$ cat src/rtl/tt_accum_alu_if.sv
// rtl/tt_accum_alu_if.sv - operand/result valid-ready bundle for tt_accum_alu
interface tt_accum_alu_if #(
  parameter int WIDTH = 8
);
  logic             in_valid;
  logic             in_ready;
  logic [WIDTH-1:0] op_a;
  logic [WIDTH-1:0] op_b;
  logic [1:0]       mode;
  logic             out_valid;
  logic             out_ready;
  logic [WIDTH-1:0] result;
  logic             carry;
  logic [WIDTH-1:0] acc_value;

  modport master (
    output in_valid, op_a, op_b, mode, out_ready,
    input  in_ready, out_valid, result, carry, acc_value
  );

  modport slave (
    input  in_valid, op_a, op_b, mode, out_ready,
    output in_ready, out_valid, result, carry, acc_value
  );
endinterface

$ cat src/rtl/tt_accum_alu.sv
// rtl/tt_accum_alu.sv - registered add/sub/accumulate/load ALU with valid-ready handshake
module tt_accum_alu #(
  parameter int WIDTH    = 8,
  parameter bit SATURATE = 1'b0
) (
  input  logic           clk,
  input  logic           rst_n,
  input  logic           ena,
  tt_accum_alu_if.slave  bus
);
  localparam logic [1:0] MODE_ADD  = 2'b00;
  localparam logic [1:0] MODE_SUB  = 2'b01;
  localparam logic [1:0] MODE_ACC  = 2'b10;
  localparam logic [1:0] MODE_LOAD = 2'b11;

  logic [WIDTH-1:0] result_q, result_d;
  logic [WIDTH-1:0] acc_q, acc_d;
  logic             carry_q, carry_d;
  logic             out_valid_q, out_valid_d;
  logic             in_ready;
  logic             accept;
  logic [WIDTH:0]   raw;
  logic [WIDTH-1:0] clamped;

  assign in_ready = ena & (~out_valid_q | bus.out_ready);
  assign accept   = bus.in_valid & in_ready;

  // Bit WIDTH of raw is carry-out for ADD/ACC and borrow for SUB.
  always_comb begin
    raw = '0;
    case (bus.mode)
      MODE_ADD:  raw = {1'b0, bus.op_a} + {1'b0, bus.op_b};
      MODE_SUB:  raw = {1'b0, bus.op_a} - {1'b0, bus.op_b};
      MODE_ACC:  raw = {1'b0, acc_q} + {1'b0, bus.op_a};
      MODE_LOAD: raw = {1'b0, bus.op_a};
      default:   raw = '0;
    endcase
    clamped = raw[WIDTH-1:0];
    if (SATURATE && raw[WIDTH]) begin
      clamped = (bus.mode == MODE_SUB) ? '0 : '1;
    end
  end

  always_comb begin
    result_d    = result_q;
    carry_d     = carry_q;
    acc_d       = acc_q;
    out_valid_d = out_valid_q;
    if (accept) begin
      result_d    = clamped;
      carry_d     = raw[WIDTH];
      out_valid_d = 1'b1;
      if (bus.mode == MODE_ACC || bus.mode == MODE_LOAD) begin
        acc_d = clamped;
      end
    end else if (bus.out_ready) begin
      out_valid_d = 1'b0;
    end
  end

  always_ff @(posedge clk or negedge rst_n) begin
    if (!rst_n) begin
      result_q    <= '0;
      carry_q     <= 1'b0;
      acc_q       <= '0;
      out_valid_q <= 1'b0;
    end else begin
      result_q    <= result_d;
      carry_q     <= carry_d;
      acc_q       <= acc_d;
      out_valid_q <= out_valid_d;
    end
  end

  assign bus.in_ready  = in_ready;
  assign bus.out_valid = out_valid_q;
  assign bus.result    = result_q;
  assign bus.carry     = carry_q;
  assign bus.acc_value = acc_q;
endmodule

$ cat src/flat_wrapper.sv
// flat-port wrapper written by rule: the top's interface ports become plain ports
module tt_accum_alu_flat 
#(
  parameter int WIDTH    = 8,
  parameter bit SATURATE = 1'b0
)
  (clk, rst_n, ena, bus_in_valid, bus_op_a, bus_op_b, bus_mode, bus_out_ready, bus_in_ready, bus_out_valid, bus_result, bus_carry, bus_acc_value);
  tt_accum_alu_if #(.WIDTH(WIDTH)) bus_i ();
  input  logic clk;
  input  logic rst_n;
  input  logic ena;
  input wire logic [$bits(bus_i.in_valid)-1:0] bus_in_valid;
  input wire logic [$bits(bus_i.op_a)-1:0] bus_op_a;
  input wire logic [$bits(bus_i.op_b)-1:0] bus_op_b;
  input wire logic [$bits(bus_i.mode)-1:0] bus_mode;
  input wire logic [$bits(bus_i.out_ready)-1:0] bus_out_ready;
  output wire logic [$bits(bus_i.in_ready)-1:0] bus_in_ready;
  output wire logic [$bits(bus_i.out_valid)-1:0] bus_out_valid;
  output wire logic [$bits(bus_i.result)-1:0] bus_result;
  output wire logic [$bits(bus_i.carry)-1:0] bus_carry;
  output wire logic [$bits(bus_i.acc_value)-1:0] bus_acc_value;
  assign bus_i.in_valid = bus_in_valid;
  assign bus_i.op_a = bus_op_a;
  assign bus_i.op_b = bus_op_b;
  assign bus_i.mode = bus_mode;
  assign bus_i.out_ready = bus_out_ready;
  assign bus_in_ready = bus_i.in_ready;
  assign bus_out_valid = bus_i.out_valid;
  assign bus_result = bus_i.result;
  assign bus_carry = bus_i.carry;
  assign bus_acc_value = bus_i.acc_value;
  tt_accum_alu #(.WIDTH(WIDTH), .SATURATE(SATURATE)) u_core (.clk(clk), .rst_n(rst_n), .ena(ena), .bus(bus_i));
endmodule
$ cat config.mk
export PLATFORM = sky130hd
export DESIGN_NAME = tt_accum_alu_flat
export DESIGN_NICKNAME = d
export VERILOG_FILES = /design/src/rtl/tt_accum_alu_if.sv /design/src/rtl/tt_accum_alu.sv /design/src/flat_wrapper.sv
export SDC_FILE = /design/constraint.sdc
export NUM_CORES = 1
export LEC_CHECK = 0
export ABC_AREA = 0
export CAP_MARGIN = 25
export CORE_ASPECT_RATIO = 1.75
export CORE_MARGIN = 4
export CORE_UTILIZATION = 42
export DETAILED_ROUTE_END_ITERATION = 6
export PLACE_DENSITY_LB_ADDON = 0.08
export RECOVER_POWER = 100
export REMOVE_ABC_BUFFERS = 1
export SETUP_SLACK_MARGIN = 0.02
export SLEW_MARGIN = 30
export SYNTH_ARGS = -nofsm -noshare
export SYNTH_HDL_FRONTEND = slang
export SYNTH_SLANG_ARGS = --single-unit
$ cat constraint.sdc
create_clock -name clk -period 3.44 [get_ports clk]
set_clock_uncertainty 0.05 [all_clocks]
set_input_delay 0.688 -clock clk [delete_from_list [all_inputs] [get_ports clk]]
set_output_delay 0.688 -clock clk [all_outputs]
set_load 0.03 [all_outputs]
==> metrics.txt <==
worst reg2reg startpoint u_core.bus.acc_value[0]; number of diodes 0; Worst Setup SP bus_op_b[1]; via count 1657; root buf cell clkbuf_8; Ports 42; sequential fraction of the synthesis area 29.8%; Pre-Repair DR Iteration Count 4; Final ANT Viol Nets 0; TritonCTS clock tree built; routed length per instance ~16 um; Clock Sink Count 18; #FFs+latches synth 18; layout cells sized above 1 20.9%; htree depth 1; period utilization a little under 100%; Slew Viols, Final 0; floorplan row count 28; Setup crit end u_core.bus.result[7]; VDD IR max about 0.50 mV; actual transition at the worst max-transition pin 842 ps; status finished, final reports clean; RSZ-0062 raised after global routing no; GR Overflow Total 0; postcts setup bufs 0; Finished Layout Cells 298; min cycle time layout ~3300 ps; Crit-path slowest cell clkdlybuf4s50_1; Hold Path Depth 2; Pleak approximately 1.0 nW; Avg Cell Area, Syn 8.22 um^2; most frequent cells in the layout buf_4, dlygate4sd3_1, nand2_1; Yosys cell types 45; max-cap viol count 0; slowest stage delay, CP about 500 ps; IO Port Bufs 41; CTS Hold Buffers Added 0; leading cell type in the layout, fill and taps excluded buf_4; Setup WS post-layout 112 ps; Yosys warning total 0; EDFF count, synth 0; number of buffers created by CTS 3; Clock Path Buffers 2; HPWL after DPL 3860 um; power consumption 0.00104 W; Area contributors post-synth dfrtp_1, ha_1, o21ai_0; Residual DRC 0; Crit path max-delay family buffers and inverters; fmax 300 MHz; Setup violations, final 0; Yosys top cell by area dfrtp_1; CP required 3530 ps; Starting Density 44.1%; type of the most critical hold path register to register; Worst slew margin 43.3%; initial antenna violation count 0; Worst Path Max Fanout 7; Post-Synthesis Cell Area 1510 um^2; R2R Setup Slk 1060 ps; Die Y just under 90 um; Vias/cell around 5.6; Iter 0 DRT Violations 33; Yosys top cell area share 29.8%; Reg2Reg Depth 10; Worst EP arrival 3420 ps; Setup TNS 0 ps; total core area 3430 um^2; largest net degree at the start of global routing 20; critical path launch point type input pin; Total Wirelength 4830 um; Die X 53.4 um; Mapped Cells between 150 and 200; Clock Latency Late Sink roughly 250 ps; routability cong. 0.879; first-pass GRT wire length about 7600 um; kind of end point of the critical path register; CP most frequent cell o21ai_1; number of global-route vias before repair 1723; WP depth 15; pre-CTS setup slack -385 ps; Main synth FF type dfrtp_1; Final #Nets 291; placed insts 294; clock slew seen by the registers of the worst setup and hold paths 70 ps; P per Cell Area 452 nW/um^2; Tot GR Track Use 21.7%; Setup CP Type input pin to register; Buffers & Inverters on Critical Path 3; reg2reg end u_core.bus.acc_value[4]; asr flop ratio synth 100%; die area 4660 um^2; critical-path cell list clkdlybuf4s50_1 -> inv_1 -> ha_1 -> or2b_2 -> nor2_1 -> nor3b_1 -> a21oi_1 -> o21ai_1 -> ha_4 -> and2_1 -> o21a_1 -> o21ai_1 -> a211oi_2 -> buf_4 -> mux2_2; Fin. Hold Viols 0; P&R area growth vs syn 52.5%
-- report_power, final --
part           internal [W]  switching, W
registers          0.000270     0.0000454
clock network      0.000102     0.0000689
logic              0.000243      0.000314
-- what timing repair did --
item / in CTS / in global routing
pin swaps: 0 / 2
resized for setup: 4 / 16
setup endpoints to repair: 6 / 9
-- Yosys cell counts, types with 2 or more instances --
master	count
o22ai_1	3
mux2_2	2
dfrtp_1	18
nand3_1	3
a31oi_1	2
xor2_1	2
a21oi_1	13
o31ai_1	2
a21boi_0	3
nor3_1	6
clkbuf_1	5
nand2b_1	5
nor4_1	3
nor3b_1	5
a22oi_1	2
o21ai_1	2
inv_1	13
ha_1	13
and2_1	2
o22a_1	2
mux2i_1	2
nand2_1	19
buf_1	2
a21o_1	2
nor2_1	13
a211oi_1	3
o21ai_0	19
-- cells by family (layout without fill, tap and decap cells) --
| kind of cell | after synthesis | count (layout) | share of synthesized area (%) |
|---|---|---|---|
| AND/OR/NAND/NOR | 64 | 64 | 21.8 |
| buffers and inverters | 21 | 90 | 5.71 |
| adder cells (fa/ha/maj) | 14 | 14 | 12.1 |
| flip-flops | 18 | 18 | 29.8 |
| XOR/XNOR | 3 | 3 | 1.74 |
| multiplexers | 4 | 4 | 2.81 |
| AO/OA/AOI/OAI | 60 | 60 | 26.1 |
-- how the worst min path moves through the flow --
stage,start,end,slack [ps]
2_1_floorplan,rst_n,u_core.bus.acc_value[0],340
3_3_place_gp,u_core.bus.result[1],u_core.bus.result[1],410
3_5_place_dp,u_core.bus.result[2],u_core.bus.result[2],420
4_1_cts,u_core.bus.result[2],u_core.bus.result[2],430
5_1_grt,u_core.bus.result[1],u_core.bus.result[1],440
6_report,u_core.bus.result[2],u_core.bus.result[2],420
-- metrics by stage --
stage	cell area (um^2)	hold WS, ps	utilization, %
after detailed placement	2180	419	63.6
after CTS	2250	433	65.6
after global placement	2180	413	63.6
after global routing	2310	438	67.2
after floorplan	1480	342	-
final	2310	423	67.2
-- cell type report --
| cell class | count | area (um^2) |
|---|---|---|
| multi-input cells | 145 | 1050 |
| fillers | 304 | 1130 |
| inverters | 13 | 48.8 |
| clock buffers | 4 | 55.1 |
| flip-flops and latches | 18 | 450 |
| repair buffers | 73 | 643 |
| well taps | 45 | 56.3 |
-- sequential cells by signal, summed over array words and instances, names as in the netlist --
signal                cells
u_core.bus.out_valid      1
u_core.bus.result         8
u_core.bus.acc_value      8
u_core.bus.carry          1
-- metal layers --
metal | share of wire, % | global-route usage, % | wire length [um] | up-vias
met3 | 5.6 | 4.63 | 272 | 15
met5 | 0 | 0 | 0 | -
met2 | 56 | 40.1 | 2690 | 68
met1 | 36 | 22.0 | 1720 | 776
met4 | 3.2 | 9.77 | 153 | 0
li1 | - | - | - | 798
-- tightest hold or removal path, cell delays in order (launching register included) --
cell,delay [ps]
dfrtp_1,330
nand2_1,50
o21ai_0,60
(Power assumes the default switching activity.)
